==> src/rtl/video_pkg.sv <==
// video_pkg: shared constants, register map, CTRL bit positions and FSM encoding
// for the tile/colour map fill engine.
package video_pkg;
    localparam logic [31:0] VIDEO_BASE_DEF = 32'h0500_0000;
    localparam logic [3:0]  TILEMAP_REGION = 4'h2;
    localparam int MAP_W = 64;
    localparam int MAP_H = 32;
    localparam int XW = $clog2(MAP_W);
    localparam int YW = $clog2(MAP_H);
    localparam logic [1:0] REG_CTRL  = 2'd0;
    localparam logic [1:0] REG_RECT  = 2'd1;
    localparam logic [1:0] REG_VALUE = 2'd2;
    localparam int CTRL_START = 0;
    localparam int CTRL_WVS   = 1;
    localparam int CTRL_INC   = 2;
    localparam int CTRL_ABORT = 3;
    typedef enum logic [2:0] {S_IDLE, S_WAIT_VS, S_ISSUE, S_ADVANCE, S_FINISH} state_t;
    function automatic logic [31:0] tile_addr(input logic [31:0] base, input logic [YW-1:0] yt,
                                              input logic [XW-1:0] xt);
        return base | {8'h00, TILEMAP_REGION, 20'h0} | {{(32-YW-XW-2){1'b0}}, yt, xt, 2'b00};
    endfunction
endpackage

==> src/rtl/video_rect_walker.sv <==
// video_rect_walker: column/row walk over a rectangle that wraps at the map edges,
// producing the current tile byte address and a last-tile flag.
module video_rect_walker
    import video_pkg::*;
#(
    parameter logic [31:0] VIDEO_BASE = VIDEO_BASE_DEF
)(
    input  logic          clk,
    input  logic          resetn,
    input  logic          clear,
    input  logic          step,
    input  logic [XW-1:0] x0,
    input  logic [YW-1:0] y0,
    input  logic [XW-1:0] w_m1,
    input  logic [YW-1:0] h_m1,
    output logic [31:0]   addr,
    output logic          last
);
    logic [XW-1:0] col;
    logic [YW-1:0] row;
    logic [XW-1:0] xt;
    logic [YW-1:0] yt;
    always_ff @(posedge clk or negedge resetn) begin
        if (!resetn) begin
            col <= '0;
            row <= '0;
        end else if (clear) begin
            col <= '0;
            row <= '0;
        end else if (step) begin
            col <= (col == w_m1) ? '0 : col + 1'b1;
            row <= (col == w_m1) ? row + 1'b1 : row;
        end
    end
    // Modular adds give the wrap-around at the right and bottom map edges.
    assign xt   = XW'(x0 + col);
    assign yt   = YW'(y0 + row);
    assign last = (col == w_m1) && (row == h_m1);
    assign addr = tile_addr(VIDEO_BASE, yt, xt);
endmodule

==> src/rtl/video_tile_fill_dma.sv <==
// video_tile_fill_dma: CPU-programmed engine that writes one tile word into every
// cell of a rectangle of the tile/colour map, optionally starting at vsync.
module video_tile_fill_dma
    import video_pkg::*;
#(
    parameter logic [31:0] VIDEO_BASE = VIDEO_BASE_DEF,
    parameter bit          INC_EN     = 1'b1
)(
    input  logic        clk,
    input  logic        resetn,
    input  logic        iomem_valid,
    output logic        iomem_ready,
    input  logic [3:0]  iomem_wstrb,
    input  logic [31:0] iomem_addr,
    input  logic [31:0] iomem_wdata,
    output logic [31:0] iomem_rdata,
    output logic        vid_valid,
    input  logic        vid_ready,
    output logic [31:0] vid_addr,
    output logic [3:0]  vid_wstrb,
    output logic [31:0] vid_wdata,
    input  logic        vga_vsync,
    output logic        done_irq
);
    state_t        state, state_nx;
    logic          served, acc, wr, cfg_wr, ctrl_wr;
    logic [1:0]    reg_sel;
    logic [XW-1:0] x0, w_m1;
    logic [YW-1:0] y0, h_m1;
    logic [11:0]   value;
    logic          wvs, inc, done, abort_pend, vs_q;
    logic          busy, start_now, abort_now, abort_any, vs_fall, last, step;
    logic [31:0]   walk_addr, rd_data;
    logic          unused_bits;
    assign reg_sel   = iomem_addr[3:2];
    assign acc       = iomem_valid && !iomem_ready && !served;
    assign wr        = acc && (iomem_wstrb != 4'b0000);
    assign busy      = (state == S_WAIT_VS) || (state == S_ISSUE) || (state == S_ADVANCE);
    assign cfg_wr    = wr && !busy;
    assign ctrl_wr   = wr && (reg_sel == REG_CTRL) && iomem_wstrb[0];
    assign start_now = ctrl_wr && iomem_wdata[CTRL_START] && (state == S_IDLE);
    assign abort_now = ctrl_wr && iomem_wdata[CTRL_ABORT] && busy;
    assign abort_any = abort_now || abort_pend;
    assign vs_fall   = vs_q && !vga_vsync;
    assign step      = (state == S_ADVANCE);
    assign rd_data   = (reg_sel == REG_CTRL)  ? {22'b0, done, busy, 4'b0, inc, wvs, 2'b0} :
                       (reg_sel == REG_RECT)  ? {3'b0, h_m1, 2'b0, w_m1, 3'b0, y0, 2'b0, x0} :
                       (reg_sel == REG_VALUE) ? {20'b0, value} : 32'h0;
    assign unused_bits = &{1'b0, iomem_addr[31:4], iomem_addr[1:0], iomem_wdata[31:29],
                           iomem_wdata[23:22], iomem_wdata[15:13]};
    // One ready pulse per valid assertion; served blocks re-acks until valid drops.
    always_ff @(posedge clk or negedge resetn) begin
        if (!resetn) begin
            iomem_ready <= 1'b0;
            iomem_rdata <= '0;
            served      <= 1'b0;
        end else begin
            iomem_ready <= acc;
            iomem_rdata <= (acc && iomem_wstrb == 4'b0000) ? rd_data : '0;
            served      <= iomem_valid && (served || iomem_ready);
        end
    end
    always_ff @(posedge clk or negedge resetn) begin
        if (!resetn) begin
            x0    <= '0;
            y0    <= '0;
            w_m1  <= '0;
            h_m1  <= '0;
            value <= '0;
        end else begin
            if (cfg_wr && reg_sel == REG_RECT) begin
                if (iomem_wstrb[0]) x0   <= iomem_wdata[5:0];
                if (iomem_wstrb[1]) y0   <= iomem_wdata[12:8];
                if (iomem_wstrb[2]) w_m1 <= iomem_wdata[21:16];
                if (iomem_wstrb[3]) h_m1 <= iomem_wdata[28:24];
            end
            if (step && inc) begin
                value <= value + 12'd1;
            end else if (cfg_wr && reg_sel == REG_VALUE) begin
                if (iomem_wstrb[0]) value[7:0]  <= iomem_wdata[7:0];
                if (iomem_wstrb[1]) value[11:8] <= iomem_wdata[11:8];
            end
        end
    end
    always_ff @(posedge clk or negedge resetn) begin
        if (!resetn) begin
            wvs        <= 1'b0;
            inc        <= 1'b0;
            done       <= 1'b0;
            abort_pend <= 1'b0;
            vs_q       <= 1'b1;
        end else begin
            if (start_now) begin
                wvs <= iomem_wdata[CTRL_WVS];
                inc <= INC_EN && iomem_wdata[CTRL_INC];
            end
            done       <= start_now ? 1'b0 : (done || state == S_FINISH);
            abort_pend <= (state == S_FINISH) ? 1'b0 : abort_any;
            vs_q       <= vga_vsync;
        end
    end
    always_ff @(posedge clk or negedge resetn) begin
        if (!resetn) state <= S_IDLE;
        else         state <= state_nx;
    end
    always_comb begin
        state_nx  = state;
        vid_valid = (state == S_ISSUE);
        vid_addr  = vid_valid ? walk_addr : 32'h0;
        vid_wstrb = vid_valid ? 4'b0011 : 4'b0000;
        vid_wdata = vid_valid ? {20'b0, value} : 32'h0;
        done_irq  = (state == S_FINISH);
        case (state)
            S_IDLE:    if (start_now) state_nx = iomem_wdata[CTRL_WVS] ? S_WAIT_VS : S_ISSUE;
            S_WAIT_VS: state_nx = abort_any ? S_FINISH : (vs_fall ? S_ISSUE : S_WAIT_VS);
            S_ISSUE:   if (vid_ready) state_nx = S_ADVANCE;
            S_ADVANCE: state_nx = (abort_any || last) ? S_FINISH : S_ISSUE;
            S_FINISH:  state_nx = S_IDLE;
            default:   state_nx = S_IDLE;
        endcase
    end
    video_rect_walker #(.VIDEO_BASE(VIDEO_BASE)) u_walker (
        .clk    (clk),
        .resetn (resetn),
        .clear  (start_now),
        .step   (step),
        .x0     (x0),
        .y0     (y0),
        .w_m1   (w_m1),
        .h_m1   (h_m1),
        .addr   (walk_addr),
        .last   (last)
    );
endmodule

==> config.mk <==
export PLATFORM = sky130hd
export DESIGN_NAME = video_tile_fill_dma
export DESIGN_NICKNAME = d
export VERILOG_FILES = /design/src/rtl/video_pkg.sv /design/src/rtl/video_rect_walker.sv /design/src/rtl/video_tile_fill_dma.sv
export SDC_FILE = /design/constraint.sdc
export NUM_CORES = 1
export LEC_CHECK = 0
export ABC_AREA = 1
export BUFFER_PORTS_ARGS = -buffer_cell sky130_fd_sc_hd__buf_4
export CORE_MARGIN = 4
export CORE_UTILIZATION = 41
export DETAILED_ROUTE_END_ITERATION = 6
export PLACE_DENSITY = 0.69
export SLEW_MARGIN = 5
export SYNTH_ARGS = -nofsm -noshare
export SYNTH_HDL_FRONTEND = slang
export SYNTH_SLANG_ARGS = --single-unit
export TNS_END_PERCENT = 50
==> constraint.sdc <==
create_clock -name clk -period 2.2 [get_ports clk]
set_clock_uncertainty 0.15 [all_clocks]
set_input_delay 0.22 -clock clk [delete_from_list [all_inputs] [get_ports clk]]
set_output_delay 0.22 -clock clk [all_outputs]
set_load 0.05 [all_outputs]
# After elaboration in Yosys (flattened, before gate mapping)
# Cells that the tools add are included.
dict set report op_classes {
  n_addsub 5
  n_eq_ne 10
  n_mux 26
  n_reduce_logical 44
}
# op n
set op_table {}
lappend op_table {{two-way mux 29 bit} 3}
lappend op_table {{two-way mux 12 bit} 4}
lappend op_table {{two-way mux 27 bit} 1}
lappend op_table {{two-way mux 6 bit} 3}
lappend op_table {{logical AND 1 bit} 17}
lappend op_table {{AND reduction 2 bit} 8}
lappend op_table {{two-way mux 5 bit} 3}
lappend op_table {{adder 12 x 1 -> 12 bit, second input constant} 1}
lappend op_table {{two-way mux 3 bit} 4}
lappend op_table {{case mux 3 bit (4 select lines)} 1}
lappend op_table {{nonzero test 2 bit} 5}
lappend op_table {{two-way mux 8 bit} 1}
lappend op_table {{adder 6 x 1 -> 6 bit, second input constant} 1}
lappend op_table {{adder 6 bit} 1}
lappend op_table {{equality test 3 x 2 -> 1 bit, second input constant} 2}
lappend op_table {{equality test 6 bit} 1}
lappend op_table {{logical OR 1 bit} 6}
lappend op_table {{two-way mux 2 bit} 3}
lappend op_table {{adder 5 x 1 -> 5 bit, second input constant} 1}
lappend op_table {{adder 5 bit} 1}
lappend op_table {{equality test 5 bit} 1}
lappend op_table {{logical NOT 1 bit} 4}
lappend op_table {{logical NOT 4 bit} 1}
lappend op_table {{two-way mux 4 bit} 1}
lappend op_table {{10 further kinds} 11}
dict set report word_totals {
  register_bits 84
  in_bits 73
  out_inout_bits 103
  word_cells 102
}

# Depth between registers and ports, before layout
dict set report logic_depth {
  ltp_word 12
  ltp_mapped 11
  mapped_depth_nobuf 11
}

# By module
# Synthesis repeated with hierarchy kept, for this count alone.
dict set report hier_totals {
  cells_unflattened 651
  hier_area_um2 5083.6
}
# module n_inst cells_each area_per_inst_um2 seq_area_each_um2
set modules_own_cells {}
lappend modules_own_cells {video_tile_fill_dma 1 475 3792.4 1702.9}
lappend modules_own_cells {video_rect_walker 1 176 1291.2 275.3}

# Worst setup path after synthesis
# OpenSTA, ideal clock, no wires.
dict set report synth_timing {
  path_kind {reg-to-output}
  start {register state[0]}
  end {output port vid_wdata[10]}
  arrival_ps 2457
  required_ps 1830
  setup_slack_ps -627
  stages_incl_launch_ff 6
  path_buffers 2
  cell_sequence {dfrtp_1 -> nor3_2 -> inv_2 -> buf_2 -> buf_2 -> nor2_1}
}
dict set report synth_via {
  elab_chain_len 2
}
# element line
set synth_lines {}
lappend synth_lines {{start, declared} video_tile_fill_dma.sv:25} ;# state_t state, state_nx;
lappend synth_lines {{start signal, assigned} video_tile_fill_dma.sv:104} ;# else state <= state_nx;
lappend synth_lines {{equality test 3 x 2 -> 1 bit} video_tile_fill_dma.sv:108} ;# vid_valid = (state == S_ISSUE);
lappend synth_lines {{net vid_valid} video_tile_fill_dma.sv:17} ;# output logic vid_valid,
lappend synth_lines {{two-way mux 12 bit} video_tile_fill_dma.sv:111} ;# vid_wdata = vid_valid ? {20'b0, value} : 32'h0;
lappend synth_lines {{end, declared} video_tile_fill_dma.sv:21} ;# output logic [31:0] vid_wdata,
# The timed path passes the listed nets, and every way through them passes these cells.

# Worst setup path after layout
dict set report layout_timing {
  start {register u_walker.col[0]}
  end {output port vid_addr[6]}
}
dict set report layout_via {
  elab_chain_len 2
}
# element line
set layout_lines {}
lappend layout_lines {{start, declared} video_rect_walker.sv:19} ;# logic [XW-1:0] col;
lappend layout_lines {{start signal, assigned} video_rect_walker.sv:31} ;# col <= (col == w_m1) ? '0 : col + 1'b1;
lappend layout_lines {{adder 6 bit} video_rect_walker.sv:36} ;# assign xt = XW'(x0 + col);
lappend layout_lines {{two-way mux 27 bit} video_tile_fill_dma.sv:109} ;# vid_addr = vid_valid ? walk_addr : 32'h0;
lappend layout_lines {{end, declared} video_tile_fill_dma.sv:19} ;# output logic [31:0] vid_addr,
# No other way between the ends.

==> metrics.md <==
| Metric | Value |
|---|---|
| Post-synthesis cell type count | 43 |
| Clock transition at path regs | 80 ps |
| First drt pass iteration count | 4 |
| Reg2reg end | value[2] |
| Number of core rows | 38 |
| Peak supply drop | between 0.0006 and 0.0007 V |
| Seq pwr share | 0.338 |
| First-pass GRT wire length | roughly 19 mm |
| Area leader, netlist | dfrtp_1 |
| DR iter-0 viols | 174 |
| CTS tree | yes |
| Synth Area in Compound Gates | 0.0922 |
| Clk_lat worst skew | around 350 ps |
| Critical Path Slowest Stage Cell | dfrtp_1 |
| CTS buffer count | 9 |
| Post-Syn Area | about 4600 µm² |
| Layout Nets | between 700 and 800 |
| Mux contribution to synthesized area | 0.0245 |
| Routed wire length | between 10 and 15 mm |
| Leak Pwr | a little over 3 nW |
| Seq cells post-synth | 79 |
| Port bufs | 89 |
| CP required | 1830 ps |
| Post-route minimum period | between 2000 and 3000 ps |
| P_sw | around 0.0029 W |
| Setup TNS | -840 ps |
| GR Overflow Total | 0 |
| Area after DPL | 5430 µm² |
| Core footprint | around 11,000 µm² |
| Initial antenna violation count | 0 |
| Worst-path fanout max | 2 |
| Initial Util | 0.423 |
| Largest cells by area after synthesis | dfrtp_1 (42%), buf_4 (8.8%), nand2_1 (8.6%), inv_1 (5.0%), nor2_1 (4.9%) |
| PnR worst setup slack | -350 ps |
| PwrDens | 1060 nW/µm² |
| Fin area | 6140 µm² |
| Crit share post-route | 1.16 |
| Clock Tree Root | clkbuf_8 |
| Xor/xnor share of the synthesized area | 0.0305 |
| P_int | around 0.0036 W |
| Critical path type | reg2out |
| Final Setup Violations | 6 |
| Crit path largest cell delay | 390 ps |
| Yosys Warn Count | 0 |
| Detail Route Antenna Nets | 0 |
| Post-DR wirelength/cell | about 14 µm |
| RSZ-0062 raised after global routing | true |
| Predominant post-synthesis flop cell | dfrtp_1 |
| Clock group share of total power | 0.187 |
| Die width | between 100 and 150 µm |
| GPL Wtd Cong | around 0.86 |
| Simple-gate share of the synthesized area | 0.229 |
| Largest family of logic cells by synthesized area | simple AND/OR/NAND/NOR gates |
| Sequential cell area fraction in the yosys report | 0.430 |
| Flop-to-flop setup slack | 250 ps |
| Adder-cell area share of the yosys netlist | 0.0413 |
| Slew Viols, Final | 0 |
| Cell Chain, Critical Path | ha_2, fa_2, nand2_1, inv_2, or2_4, a21oi_2, xor2_1, nor2_2, buf_6 |
| Count leader, synth | nand2_1 |
| Syn Inst Count | approximately 560 |
| Clock buffer depth | 2 |
| Final cell utilization of the core | 0.564 |
| Outcome | finished, violations left |
| Switching portion of total power | 0.445 |
| Fmax | roughly 400 MHz |
| R2R cell count | 5 |
| Die span in y | 114 µm |
| Clock sink count | 79 |
| Number of remaining DRC errors | 0 |
| Gate power share | 0.475 |
| Vias in the first global route | ~4,100 |
| Via/cell ratio | 4.85 |
| Filler cells | roughly 970 |
| Via count | roughly 4,100 |
| Failing checks | setup timing |
| Worst Hold Depth | 3 |
| Multi-input gate area | approximately 2300 µm² |
| ANT cells | 0 |
| Final Hold Fails | 0 |
| P&R area growth vs syn | 33.4% |
| Min-Delay Endpoint | state[1] |
| Worst R2R Start | state[2] |
| CP Launch Type | flop |
| FF+latch area | between 1500 and 2000 µm² |
| IO Pins | approximately 180 |
| EDFF count, synth | 0 |
| H-tree levels | 3 |
| Crit end category | output pin |
| Die area | 13,000 µm² |
| Mapped Avg Cell Area | 8.16 µm² |
| Yosys top cell area share | 0.424 |
| Hold Crit Class | in2reg |
| Pin count of the biggest net entering global routing | just under 50 |
| Max Cap Violations | 0 |
| Top cells by count, synth | nand2_1 (105), dfrtp_1 (78), inv_1 (61) |
| Layout cells sized above 1 | 0.284 |
| Min-delay src | vid_ready |
| Crit path arrival time | ~2200 ps |
| Total GRT Usage | 0.187 |
| Hpwl dp | between 8 and 9 mm |
| Ys async rst share | 1.00 |
## repair_timing
item                                    4_1_cts  5_1_grt
pin swaps                                    12       12
endpoints found under the setup margin       10       11
endpoints found under the hold margin        55        0
buffers inserted                              6        7
hold buffers                                 24        0
resized for setup                            31       11
## cell families (layout without fill, tap and decap cells)
family          count (synthesis)  after routing
simple gates                  237            237
other cells                     1             48
fa+ha+maj                      14             14
xor+xnor                       16             16
buf+inv                       130            227
mux                            10             10
compound gates                 77             77
flops                          79             79
## sequential cells by signal, indices dropped and copies added (netlist names), 3 cells and up
| name | flops |
|---|---|
| u_walker.col | 6 |
| y0 | 5 |
| value | 12 |
| u_walker.row | 5 |
| state | 3 |
| h_m1 | 5 |
| x0 | 6 |
| w_m1 | 6 |
| iomem_rdata | 24 |
## stage by stage
stage	hold WS (ps)	total power [W]	setup WS, ps	instances
detailed placement	49.6	0.00502	-137	796
CTS	9.34	0.00645	-348	842
global placement	38.1	0.00493	-103	796
global route	44.6	0.00693	-457	848
finish	24.0	0.00652	-350	848
floorplan	-226	0.00434	-183	611
## final cells by class
cell class                      count  share of cell area
Multi-Input combinational cell    402               0.374
Sequential cell                    79               0.323
Timing Repair Buffer              145               0.198
Inverter                           66              0.0408
Tap cell                          140              0.0285
Clock buffer                       13              0.0259
Clock inverter                      3              0.0106
## worst max-delay path by stage
stage / from / to / slack, ps
2_1_floorplan: u_walker.col[0] / vid_addr[6] / -180
4_1_cts: x0[0] / vid_addr[6] / -350
3_5_place_dp: u_walker.col[0] / vid_addr[6] / -140
5_1_grt: u_walker.col[0] / vid_addr[6] / -460
3_3_place_gp: u_walker.col[0] / vid_addr[6] / -100
6_report: u_walker.col[0] / vid_addr[6] / -350
## worst max-delay path: cells and delay by family (launching register included)
| family | cells | cell delay (ps) |
|---|---|---|
| adder cells (fa/ha/maj) | 2 | 550 |
| flip-flops | 1 | 390 |
| AND/OR/NAND/NOR | 3 | 350 |
| buffers and inverters | 2 | 200 |
| XOR/XNOR | 1 | 200 |
| AO/OA/AOI/OAI | 1 | 140 |
## layout by cell type (no fill, tap or decap), types with 2 or more instances in the layout
cell,synthesis,routed
a21oi_1,30,23
nand2_2,3,6
nand3_2,2,2
bufinv_16,0,2
nand2_4,2,2
o21ai_0,20,16
ha_1,12,7
o21ai_1,12,16
xor2_1,9,9
xnor2_1,7,7
nor2_2,5,10
nand2_1,105,102
nor2_1,60,46
ha_4,0,4
dlygate4sd3_1,0,24
a21oi_2,0,6
clkbuf_8,0,11
dfrtp_1,78,77
or2_2,3,2
mux2_1,2,2
inv_2,5,5
inv_1,61,60
nand4_1,5,5
fa_2,0,2
nor2_4,2,11
mux2_2,8,8
buf_4,54,107
nor3b_1,3,3
nand3_1,34,34
o211ai_1,4,4
clkbuf_1,2,2
a22oi_1,3,3
o221ai_1,2,2
conb_1,1,48
buf_6,0,12
nor3_1,9,9
## power groups by stage
| stage | logic, W | registers (W) | clock network (W) |
|---|---|---|---|
| 2_1_floorplan | 0.00222 | 0.00212 | 0 |
| 3_3_place_gp | 0.00275 | 0.00219 | 0 |
| 5_1_grt | 0.00336 | 0.00226 | 0.00131 |
| 4_1_cts | 0.00302 | 0.00219 | 0.00124 |
| 6_report | 0.00310 | 0.00220 | 0.00122 |
| 3_5_place_dp | 0.00282 | 0.00220 | 0 |
## routing by layer
| layer | up-vias | part of all wire | track usage |
|---|---|---|---|
| li1 | 1989 | - | - |
| met1 | 1964 | 0.42 | 0.229 |
| met2 | 132 | 0.50 | 0.323 |
| met3 | 26 | 0.053 | 0.0345 |
| met4 | 0 | 0.023 | 0.0776 |
| met5 | - | 0 | 0 |
(Power assumes the default switching activity.)
